--- src/rtl/mk8_avm_pkg.sv ---
// Shared definitions for the Mk8 Avalon-MM PIO initiator.
//   state_e : FSM states of mk8_avm_pio_master
//   op_e    : command operation encoding (cmd_write)
//   PIO_*   : word offsets of the standard Mk8 PIO slave registers
package mk8_avm_pkg;

  typedef enum logic [2:0] {
    IDLE   = 3'd0,
    WR     = 3'd1,
    RD     = 3'd2,
    RDWAIT = 3'd3,
    RESP   = 3'd4
  } state_e;

  typedef enum logic {
    OP_READ  = 1'b0,
    OP_WRITE = 1'b1
  } op_e;

  localparam logic [2:0] PIO_DATA      = 3'd0;
  localparam logic [2:0] PIO_DIRECTION = 3'd1;
  localparam logic [2:0] PIO_IRQMASK   = 3'd2;
  localparam logic [2:0] PIO_EDGECAP   = 3'd3;
  localparam logic [2:0] PIO_OUTSET    = 3'd4;
  localparam logic [2:0] PIO_OUTCLR    = 3'd5;

endpackage

--- src/rtl/mk8_avm_pio_master.sv ---
// Avalon-MM initiator for Mk8 PIO slaves. Runs one Avalon transaction per
// command accepted on the cmd_* port and returns one response on rsp_*.
//
// Ports:
//   clk, reset_n        clock, asynchronous active-low reset
//   cmd_valid/ready     command handshake; cmd_write, cmd_address, cmd_writedata
//   rsp_valid/ready     response handshake; rsp_readdata (0 for writes), rsp_error
//   avm_*               Avalon-MM initiator (active-low read/write strobes)
//   busy                high whenever the FSM is not in IDLE
//
// Parameters: ADDR_W (word address width), READ_LATENCY (0..3 fixed slave
// latency), TIMEOUT_CYCLES (waitrequest cycles tolerated).
//
// Build option: define MK8_AVM_TIMEOUT_EN to abort a transaction after
// TIMEOUT_CYCLES stalled strobe cycles (rsp_error=1). Without it the FSM
// waits on waitrequest indefinitely and rsp_error is always 0.
module mk8_avm_pio_master
  import mk8_avm_pkg::*;
#(
  parameter int ADDR_W         = 3,
  parameter int READ_LATENCY   = 1,
  parameter int TIMEOUT_CYCLES = 255
) (
  input  logic              clk,
  input  logic              reset_n,
  input  logic              cmd_valid,
  output logic              cmd_ready,
  input  logic              cmd_write,
  input  logic [ADDR_W-1:0] cmd_address,
  input  logic [31:0]       cmd_writedata,
  output logic              rsp_valid,
  input  logic              rsp_ready,
  output logic [31:0]       rsp_readdata,
  output logic              rsp_error,
  output logic [ADDR_W-1:0] avm_address,
  output logic              avm_chipselect,
  output logic              avm_write_n,
  output logic              avm_read_n,
  output logic [31:0]       avm_writedata,
  input  logic [31:0]       avm_readdata,
  input  logic              avm_waitrequest,
  output logic              busy
);

  // Cycles still to wait in RDWAIT after the read was accepted.
  localparam logic [1:0] LAT_M1 = (READ_LATENCY > 0) ? 2'(READ_LATENCY - 1) : 2'd0;

  state_e              state_q, state_d;
  logic [1:0]          lat_cnt_q, lat_cnt_d;
  logic                cmd_ready_q, cmd_ready_d;
  logic                rsp_valid_q, rsp_valid_d;
  logic [31:0]         rsp_readdata_q, rsp_readdata_d;
  logic                rsp_error_q, rsp_error_d;
  logic [ADDR_W-1:0]   avm_address_q, avm_address_d;
  logic                avm_chipselect_q, avm_chipselect_d;
  logic                avm_write_n_q, avm_write_n_d;
  logic                avm_read_n_q, avm_read_n_d;
  logic [31:0]         avm_writedata_q, avm_writedata_d;
  logic                busy_q, busy_d;
  logic                timeout_hit;
  op_e                 cmd_op;

  assign cmd_op = op_e'(cmd_write);

`ifdef MK8_AVM_TIMEOUT_EN
  localparam int TO_W = (TIMEOUT_CYCLES > 1) ? $clog2(TIMEOUT_CYCLES + 1) : 1;
  logic [TO_W-1:0] to_cnt_q, to_cnt_d;

  // The stalled cycle that would make the count reach TIMEOUT_CYCLES aborts.
  assign timeout_hit = avm_waitrequest && (to_cnt_q == TO_W'(TIMEOUT_CYCLES - 1));
`else
  logic unused_timeout;
  assign unused_timeout = ^TIMEOUT_CYCLES;
  assign timeout_hit    = 1'b0;
`endif

  always_comb begin
    // NOTE: every _d defaults to its _q first, so no path through the case
    // leaves a variable unassigned and no latch is inferred.
    state_d          = state_q;
    lat_cnt_d        = lat_cnt_q;
    cmd_ready_d      = cmd_ready_q;
    rsp_valid_d      = rsp_valid_q;
    rsp_readdata_d   = rsp_readdata_q;
    rsp_error_d      = rsp_error_q;
    avm_address_d    = avm_address_q;
    avm_chipselect_d = avm_chipselect_q;
    avm_write_n_d    = avm_write_n_q;
    avm_read_n_d     = avm_read_n_q;
    avm_writedata_d  = avm_writedata_q;
    busy_d           = busy_q;
`ifdef MK8_AVM_TIMEOUT_EN
    to_cnt_d         = to_cnt_q;
`endif

    unique case (state_q)
      IDLE: begin
        if (cmd_valid) begin
          cmd_ready_d      = 1'b0;
          busy_d           = 1'b1;
          avm_address_d    = cmd_address;
          avm_writedata_d  = cmd_writedata;
          avm_chipselect_d = 1'b1;
`ifdef MK8_AVM_TIMEOUT_EN
          to_cnt_d         = '0;
`endif
          if (cmd_op == OP_WRITE) begin
            avm_write_n_d = 1'b0;
            state_d       = WR;
          end else begin
            avm_read_n_d  = 1'b0;
            state_d       = RD;
          end
        end
      end

      WR, RD: begin
        if (!avm_waitrequest || timeout_hit) begin
          avm_chipselect_d = 1'b0;
          avm_write_n_d    = 1'b1;
          avm_read_n_d     = 1'b1;
        end
        if (timeout_hit) begin
          rsp_valid_d    = 1'b1;
          rsp_readdata_d = '0;
          rsp_error_d    = 1'b1;
          state_d        = RESP;
        end else if (!avm_waitrequest) begin
          rsp_error_d = 1'b0;
          if (state_q == WR) begin
            rsp_valid_d    = 1'b1;
            rsp_readdata_d = '0;
            state_d        = RESP;
          end else if (READ_LATENCY == 0) begin
            rsp_valid_d    = 1'b1;
            rsp_readdata_d = avm_readdata;
            state_d        = RESP;
          end else begin
            lat_cnt_d = LAT_M1;
            state_d   = RDWAIT;
          end
        end
`ifdef MK8_AVM_TIMEOUT_EN
        else begin
          to_cnt_d = to_cnt_q + 1'b1;
        end
`endif
      end

      RDWAIT: begin
        // Data is sampled exactly READ_LATENCY edges after the accepting edge.
        if (lat_cnt_q == 2'd0) begin
          rsp_valid_d    = 1'b1;
          rsp_readdata_d = avm_readdata;
          state_d        = RESP;
        end else begin
          lat_cnt_d = lat_cnt_q - 2'd1;
        end
      end

      RESP: begin
        if (rsp_ready) begin
          rsp_valid_d = 1'b0;
          cmd_ready_d = 1'b1;
          busy_d      = 1'b0;
          state_d     = IDLE;
        end
      end

      default: begin
        state_d = IDLE;
      end
    endcase
  end

  // NOTE: sequential state uses non-blocking assignments only, so every flop
  // samples the pre-edge value of every other flop.
  always_ff @(posedge clk or negedge reset_n) begin
    if (!reset_n) begin
      state_q          <= IDLE;
      lat_cnt_q        <= 2'd0;
      cmd_ready_q      <= 1'b1;
      rsp_valid_q      <= 1'b0;
      rsp_readdata_q   <= '0;
      rsp_error_q      <= 1'b0;
      avm_address_q    <= '0;
      avm_chipselect_q <= 1'b0;
      avm_write_n_q    <= 1'b1;
      avm_read_n_q     <= 1'b1;
      avm_writedata_q  <= '0;
      busy_q           <= 1'b0;
`ifdef MK8_AVM_TIMEOUT_EN
      to_cnt_q         <= '0;
`endif
    end else begin
      state_q          <= state_d;
      lat_cnt_q        <= lat_cnt_d;
      cmd_ready_q      <= cmd_ready_d;
      rsp_valid_q      <= rsp_valid_d;
      rsp_readdata_q   <= rsp_readdata_d;
      rsp_error_q      <= rsp_error_d;
      avm_address_q    <= avm_address_d;
      avm_chipselect_q <= avm_chipselect_d;
      avm_write_n_q    <= avm_write_n_d;
      avm_read_n_q     <= avm_read_n_d;
      avm_writedata_q  <= avm_writedata_d;
      busy_q           <= busy_d;
`ifdef MK8_AVM_TIMEOUT_EN
      to_cnt_q         <= to_cnt_d;
`endif
    end
  end

  assign cmd_ready      = cmd_ready_q;
  assign rsp_valid      = rsp_valid_q;
  assign rsp_readdata   = rsp_readdata_q;
  assign rsp_error      = rsp_error_q;
  assign avm_address    = avm_address_q;
  assign avm_chipselect = avm_chipselect_q;
  assign avm_write_n    = avm_write_n_q;
  assign avm_read_n     = avm_read_n_q;
  assign avm_writedata  = avm_writedata_q;
  assign busy           = busy_q;

endmodule

--- config.mk ---
export PLATFORM = sky130hd
export DESIGN_NAME = mk8_avm_pio_master
export DESIGN_NICKNAME = d
export VERILOG_FILES = /design/src/rtl/mk8_avm_pkg.sv /design/src/rtl/mk8_avm_pio_master.sv
export SDC_FILE = /design/constraint.sdc
export NUM_CORES = 1
export LEC_CHECK = 0
export CAP_MARGIN = 20
export CORE_MARGIN = 2
export CORE_UTILIZATION = 56
export DETAILED_ROUTE_END_ITERATION = 10
export DONT_BUFFER_PORTS = 1
export PLACE_DENSITY = 0.71
export SLEW_MARGIN = 20
export SYNTH_ARGS = -nofsm -noshare
export SYNTH_HDL_FRONTEND = slang
export SYNTH_SLANG_ARGS = --single-unit
--- constraint.sdc ---
create_clock -name clk -period 2.3 [get_ports clk]
set_input_delay 0.115 -clock clk [delete_from_list [all_inputs] [get_ports clk]]
set_output_delay 0.115 -clock clk [all_outputs]
set_load 0.02 [all_outputs]
== Yosys cells after proc, flatten, opt, wreduce, memory -nomap -nowiden ==
Cells that the tools add are included.
W data, S select, Z words.

* Flip-flop bits (word level): 78
* Input bits: 73
* Logic and storage cells: 75

* $add $sub $neg: 1
* Equality and inequality tests: 13
* Muxes and demuxes: 34
* Reduce and logical (&&, ||, !) cells: 16

{| class="wikitable"
|+ Operator list
! cell !! number
|-
| $mux W32 || 3
|-
| $pmux W32 S2 || 1
|-
| $reduce_and A4 Y1 || 5
|-
| $ne A2 B2 Y1 const B || 9
|-
| $mux W3 || 5
|-
| $mux W1 || 13
|-
| $pmux W3 S4 || 1
|-
| $pmux W1 S2 || 5
|-
| $mux W2 || 4
|-
| $eq A3 B2 Y1 const B || 2
|-
| $reduce_and A3 Y1 || 2
|-
| $reduce_bool A2 Y1 || 3
|-
| $reduce_and A5 Y1 || 1
|-
| $pmux W2 S2 || 1
|-
| $eq A3 B1 Y1 const B || 1
|-
| $eq A3 B3 Y1 const B || 1
|-
| $logic_not A3 Y1 || 1
|-
| $pmux W1 S3 || 1
|-
| $reduce_bool A3 Y1 || 1
|-
| $logic_not A2 Y1 || 1
|-
| $reduce_and A2 Y1 || 1
|-
| $reduce_or A2 Y1 || 1
|-
| $sub A2 B1 Y2 const B || 1
|}

== Longest topological paths before layout ==
Gate-level depths: netlist of run 1.

* Depth after elaboration: 4
* Mapped depth: 7

== Worst setup path after synthesis of run 1 ==
No wires, ideal clock.

* Path kind: register to register
* Start point: register lat_cnt_q[0]
* End point: register rsp_readdata_q[0], in the netlist rsp_readdata[0]
* Arrival: 1.481 ns
* Data required time: 2.179 ns
* Slack: 0.698 ns
* Cell stages (with the launch flop): 8
* Clock period less this slack: 1.602 ns
* Cell sequence: dfrtp_1 > inv_1 > ha_1 > a21oi_1 > or3_1 > buf_6 > buf_8 > a22o_1

* Word-level cells in the longest chain between the ends: 3

{| class="wikitable"
|+ RTL lines
! item !! line !! source
|-
| start: declaration || mk8_avm_pio_master.sv:49 || <nowiki>logic [1:0] lat_cnt_q, lat_cnt_d;</nowiki>
|-
| start signal: assignment || mk8_avm_pio_master.sv:197 || <nowiki>lat_cnt_q <= lat_cnt_d;</nowiki>
|-
| $logic_not A2 Y1 || mk8_avm_pio_master.sv:152 || <nowiki>if (lat_cnt_q == 2'd0) begin</nowiki>
|-
| $ne A2 B2 Y1 (no line) || -- ||
|-
| $reduce_and A4 Y1 (no line) || -- ||
|-
| end signal: assignment || mk8_avm_pio_master.sv:200 || <nowiki>rsp_readdata_q <= rsp_readdata_d;</nowiki>
|-
| end: declaration || mk8_avm_pio_master.sv:52 || <nowiki>logic [31:0] rsp_readdata_q, rsp_readdata_d;</nowiki>
|}

Every way passes these cells.
A chain may end at the register's enable or synchronous reset.

== Worst setup path in the final report of run 1 ==
* Start point: register state_q[0]
* End point: register rsp_readdata_q[17], in the netlist rsp_readdata[17]

* Word-level cells in the longest chain between the ends: 4
* Elaborated cells on any way between the ends: 10

{| class="wikitable"
|+ RTL lines
! item !! line !! source
|-
| start: declaration || mk8_avm_pio_master.sv:48 || <nowiki>state_e state_q, state_d;</nowiki>
|-
| start signal: assignment || mk8_avm_pio_master.sv:196 || <nowiki>state_q <= state_d;</nowiki>
|-
| $eq A3 B1 Y1 / $eq A3 B2 Y1 (equally long branches) || mk8_avm_pio_master.sv:96, mk8_avm_pio_master.sv:130 ||
|-
| $reduce_or A2 Y1 || mk8_avm_pio_master.sv:96 || <nowiki>unique case (state_q)</nowiki>
|-
| $ne A2 B2 Y1 (no line) / $reduce_bool A2 Y1 (equally long branches) || -- ||
|-
| $reduce_and A4 Y1 (no line) || -- ||
|}

Parallel ways exist; a longest one is shown, timed or not.

==> reports/results.txt, run 1 <==
IO Count - 147
Asr flop ratio synth - 1.000
Fraction of layout cells with a size suffix above 1 - 0.2357
Commonest cells after routing, fill and taps aside - dfrtp_1, dlygate4sd3_1, mux2_2
Syn Area/Cell - 14.24 sq um
Clk Latency, worst-skew pair - 0.33 ns
Static Leak - 1.775 nW
GRT met1 Usage - 0.2577
CTS Sinks - 78
Post-synthesis cell count - 217
Period utilisation layout - 0.7857
Clock transition at path regs - 0.08 ns
Slew Viols, Final - 0
Clk root buf - clkbuf_8
Total number of vias - 2119
Total wire length - 7.486 mm
Die area - 0.006126 sq mm
Deepest clock path buffer count - 2
Max incr delay on CP - 0.62 ns
Layout area overhead - 30.42%
Total global routing overflow - 0
Startpoint Class - register
Post-DP HPWL - 4.497 mm
Min-Delay Path Class - primary input to register
DR iter-0 viols - 76
Worst EP required - 2.53 ns
FF+latch count, synth - 78
Drt drc - 0
Met3 GRT Util - 0.07931
Yosys warns - 0
DR pass1 iterations - 4
Skew final - 0.01163 ns
Synth cell types - 32
Die H - 78.27 um
Reg2reg path depth - 4
Row Count - 27
CTS tree - built
PwrDens - 1376 mW/mm^2
Pin count of the biggest net entering global routing - 79
ANT nets after route - 0
Postcts setup bufs - 0
End of the critical path - rsp_readdata[17]
Highest Clock Rate - 553.4 MHz
Starting Density - 0.5715
Worst path cell trace - inv_2 > or3_1 > buf_4 > a22o_2
# diodes - 0
CP arrival - 2.03 ns
Slowest-stage cell, CP - dfrtp_1
CP endpoint kind - register
Port bufs - 0
Type of the worst setup path - register to register
NumNets Final - 366
Register area share after synthesis - 0.6330
WL per Instance - 20.29 um
Core area - 0.005405 sq mm
Post-Synthesis Cell Area - 0.003089 sq mm
GRT Total Usage - 0.2486
Overall power - 5.542 mW
Max-Cap Viols - 0
Dominant synthesized flop cell - dfrtp_1
Cts bufs inserted - 9
Minimum clock period - 1.807 ns
Setup TNS - 0 ns
CP Max Fanout - 32
First-pass GRT wire length - 11.54 mm
Post-DR vias/cell - 5.743
Routability cong. - 0.7368
Fin. Hold Viols - 0
R2R Path Start - state_q[0]
Run status - finished clean
Syn nets - 291
H-tree depth - 3
Met2 GRT Util - 0.4638
Commonest non-fill, non-tap cell in the layout - dfrtp_1
Grt peak-use layer - met2
Initial antenna violation count - 0
Vias in the first global route - 2302
Die X-Extent - 78.27 um
Crit path from - state_q[0]
Max VDD drop - 0.8417 mV
RSZ-0062 raised after global routing - false
Post-synth EDFFs - 0
Final setup violation count - 0
Worst reg2reg endpoint - rsp_readdata[17]
Worst reg-to-reg setup slack - 0.49 ns
## Yosys cell counts (2+ instances only)
cell type,instances,area share
o21ai_0,5,0.0081
nor3_1,3,0.0049
dfstp_2,3,0.026
a21oi_1,9,0.015
a22o_2,3,0.0097
buf_2,4,0.0065
inv_1,6,0.0073
nand2_1,5,0.0061
nand3_1,3,0.0049
buf_6,2,0.0073
buf_4,5,0.012
buf_8,3,0.015
dfrtp_1,75,0.61
mux2_2,37,0.13
a22o_1,29,0.082
nor2_1,8,0.0097
nand2b_1,2,0.0040
## worst max-delay path: cells and delay by family, from the launching register on
kind | cells | cell delay, ns
and+or+nand+nor | 1 | 0.43
DFF | 1 | 0.62
AOI/OAI and AO/OA | 1 | 0.29
buffers and inverters | 2 | 0.36
## through the flow
step / instance area [sq um] / util / hold WS [ns] / setup WS (ns) / std cells
final: 4029 / 0.7454 / 0.01920 / 0.4929 / 369
after detailed placement: 3105 / 0.5745 / -0.1789 / 0.5090 / 281
after CTS: 4029 / 0.7454 / 0.003687 / 0.5111 / 369
after floorplan: 3089 / - / -0.1806 / 0.6979 / 217
after global routing: 4029 / 0.7454 / 0.02500 / 0.4170 / 369
after global placement: 3105 / 0.5745 / -0.1790 / 0.5840 / 281
## routing by layer
| layer | share of wire | vias to the layer above |
|---|---|---|
| met4 | 0.018 | 0 |
| met5 | 0 | - |
| li1 | - | 932 |
| met2 | 0.55 | 123 |
| met1 | 0.35 | 1048 |
| met3 | 0.088 | 16 |
## worst min-delay path by stage
stage / startpoint / end / slack [ns] / cells past startpoint
detailed placement: reset_n / avm_writedata[28] / -0.18 / 0
floorplan: reset_n / avm_address[0] / -0.18 / 0
global placement: reset_n / avm_address[0] / -0.18 / 0
global route: rsp_ready / state_q[2] / 0.02 / 3
CTS: cmd_write / avm_read_n / 0.004 / 2
finish: cmd_write / avm_read_n / 0.02 / 2
## what timing repair did
item	4_1_cts	5_1_grt
hold buffers	72	0
hold endpoints to repair	150	0
gates resized for setup	0	0
## registers in the layout (all words and copies together), names as in the netlist
signal	flops
avm_chipselect	1
state_q	3
avm_address	3
avm_read_n	1
rsp_valid	1
lat_cnt_q	2
cmd_ready	1
rsp_readdata	32
avm_write_n	1
busy	1
avm_writedata	32
## area by class of cell
cell class                      count  area, sq um
Inverter                            7        26.28
Clock inverter                      5        33.78
Clock buffer                       11        151.4
Multi-Input combinational cell    118        988.4
Tap cell                           72        90.09
Timing Repair Buffer               78        783.3
Sequential cell                    78         1956
Fill cell                         341         1376
## kinds of logic (layout without fill, tap and decap cells)
family | after synthesis | after routing | share of synthesized area
compound gates | 52 | 52 | 0.1296
fa+ha+maj | 1 | 1 | 0.004050
buf+inv | 21 | 101 | 0.04901
flops | 78 | 78 | 0.6331
mux | 37 | 37 | 0.1349
other cells | 1 | 1 | 0.001214
simple gates | 27 | 27 | 0.04820
## where the power goes
part           switching [mW]  internal, mW  leakage, nW
clock                   0.474         0.449       0.0913
combinational           0.674         0.824        0.722
sequential               1.15          1.97        0.962
(Power assumes the default switching activity.)
==> run 2, diff against run 1 <==
--- a/config.mk
+++ b/config.mk
@@ -10,7 +10,7 @@
 export CORE_UTILIZATION = 56
 export DETAILED_ROUTE_END_ITERATION = 10
 export DONT_BUFFER_PORTS = 1
-export PLACE_DENSITY = 0.71
+export PLACE_DENSITY = 0.74
 export SLEW_MARGIN = 20
 export SYNTH_ARGS = -nofsm -noshare
 export SYNTH_HDL_FRONTEND = slang
==> constraint.sdc (replaced) <==
create_clock -name clk -period 1.5 [get_ports clk]
set_input_delay 0.075 -clock clk [delete_from_list [all_inputs] [get_ports clk]]
set_output_delay 0.075 -clock clk [all_outputs]
set_load 0.02 [all_outputs]
==> reports/results.txt, run 2 (same netlist as run 1, synthesis figures left out) <==
Minimum clock period - 1.627 ns
Worst path cell trace - nand2b_4 > nor3_4 > buf_6 > clkbuf_16 > mux2_2
Commonest cells after routing, fill and taps aside - dfrtp_1, dlygate4sd3_1, a22o_1
Worst Path Buf+Inv - 2
Slowest-stage cell, CP - dfrtp_1
Die area - 0.006126 sq mm
Row Count - 27
Post-placement cell count - 295
Setup TNS - -3.179 ns
CP arrival - 1.85 ns
Routability cong. - 0.8636
DR pass1 iterations - 4
Clock transition at path regs - 0.08 ns
Clk root buf - clkbuf_8
Max incr delay on CP - 0.41 ns
CTS Sinks - 78
Port bufs - 0
Non-filler instance count after layout - 391
Core area - 0.005405 sq mm
Pin count of the biggest net entering global routing - 79
Worst reg-to-reg setup slack - -0.13 ns
Min-Delay Path Class - primary input to asynchronous set/reset pin
CP delay by family, top - flip-flops
Die H - 78.27 um
Static Leak - 2.012 nW
WL per Instance - 20.01 um
Period utilisation layout - 1.085
# diodes - 0
Commonest non-fill, non-tap cell in the layout - dfrtp_1
Fin. Hold Viols - 78
Skew final - 0.01004 ns
Fraction of layout cells with a size suffix above 1 - 0.3292
Total wire length - 7.823 mm
Total number of vias - 2221
ANT nets after route - 0
# hold bufs at CTS - 71
Final worst slack - -0.1273 ns
Type of the worst setup path - register to register
Layout area overhead - 43.70%
Slew Viols, Final - 0
CTS tree - built
Post-DP HPWL - 3.937 mm
IO Count - 147
Highest Clock Rate - 614.5 MHz
Fillers - 286
Starting Density - 0.5715
Final setup violation count - 64
H-tree depth - 3
GRT Total Usage - 0.2481
Total global routing overflow - 0
Overall power - 9.775 mW
Run status - finished, violations left
CP endpoint kind - register
Initial antenna violation count - 0
Post-DR vias/cell - 5.680
DR iter-0 viols - 89
Vias in the first global route - 2378
First-pass GRT wire length - 11.61 mm
Max-Cap Viols - 0
CP Max Fanout - 13
Startpoint Class - register
Cts bufs inserted - 9
RSZ-0062 raised after global routing - true
NumNets Final - 388
Max VDD drop - 1.291 mV
Worst hold slack - -0.5853 ns
Die X-Extent - 78.27 um
Pre-CTS setup slack - -0.1089 ns
Worst EP required - 1.72 ns
Clk Latency, worst-skew pair - 0.34 ns
Deepest clock path buffer count - 2
Drt drc - 0
Failing checks - negative hold slack, negative setup slack
PwrDens - 2202 mW/mm^2
run 2: worst reg2reg max path, delay by kind of cell (launching register included):
| family | cells | cell delay, ns |
|---|---|---|
| buffers and inverters | 2 | 0.38 |
| and+or+nand+nor | 2 | 0.39 |
| muxes | 1 | 0.35 |
| DFF | 1 | 0.41 |
run 2: power by group:
part	internal [mW]	switching (mW)
clock	0.808	0.754
combinational	2.12	1.31
sequential	3.03	1.75
total	5.96	3.82
run 2: worst paths after layout:
check / to / start / cells after the start
hold / removal: rsp_readdata[10] / reset_n / 0
min in group clk: state_q[1] / cmd_valid / 2
hold reg to reg: avm_read_n / avm_read_n / 2
setup reg to reg: avm_writedata[10] / state_q[2] / 5
setup / recovery: avm_writedata[10] / state_q[2] / 5
max in group asynchronous: avm_write_n / reset_n / 0
run 2: per-layer routing:
layer	vias to the layer above	global-route usage	part of all wire
met5	-	0	0
met4	0	0.1246	0.030
met3	21	0.07471	0.074
met2	118	0.4293	0.53
met1	1109	0.2780	0.37
li1	973	-	-
run 2: cell type report:
| type | instances | area, sq um | share of cell area |
|---|---|---|---|
| Tap cell | 72 | 90.09 | 0.02029 |
| Sequential cell | 78 | 1958 | 0.4411 |
| Multi-Input combinational cell | 118 | 1121 | 0.2525 |
| Clock inverter | 6 | 61.31 | 0.01381 |
| Inverter | 7 | 28.78 | 0.006483 |
| Timing Repair Buffer | 100 | 1042 | 0.2348 |
| Clock buffer | 10 | 137.6 | 0.03100 |
run 2: repair_timing:
action                     in CTS  in global routing
setup endpoints to repair      68                 69
pin swaps                       1                  5
setup buffers                   2                  4
resized for setup               7                 28
hold endpoints to repair      152                 78
cloned                          0                  3
run 2: metrics by stage:
step           area [sq um]  utilization  hold slack [ns]
4_1_cts                4229       0.7824          -0.5955
6_report               4439       0.8213          -0.5853
5_1_grt                4439       0.8213          -0.6055
2_1_floorplan          3151            -          -0.2206
3_3_place_gp           3282       0.6072          -0.2192
3_5_place_dp           3282       0.6072          -0.2192
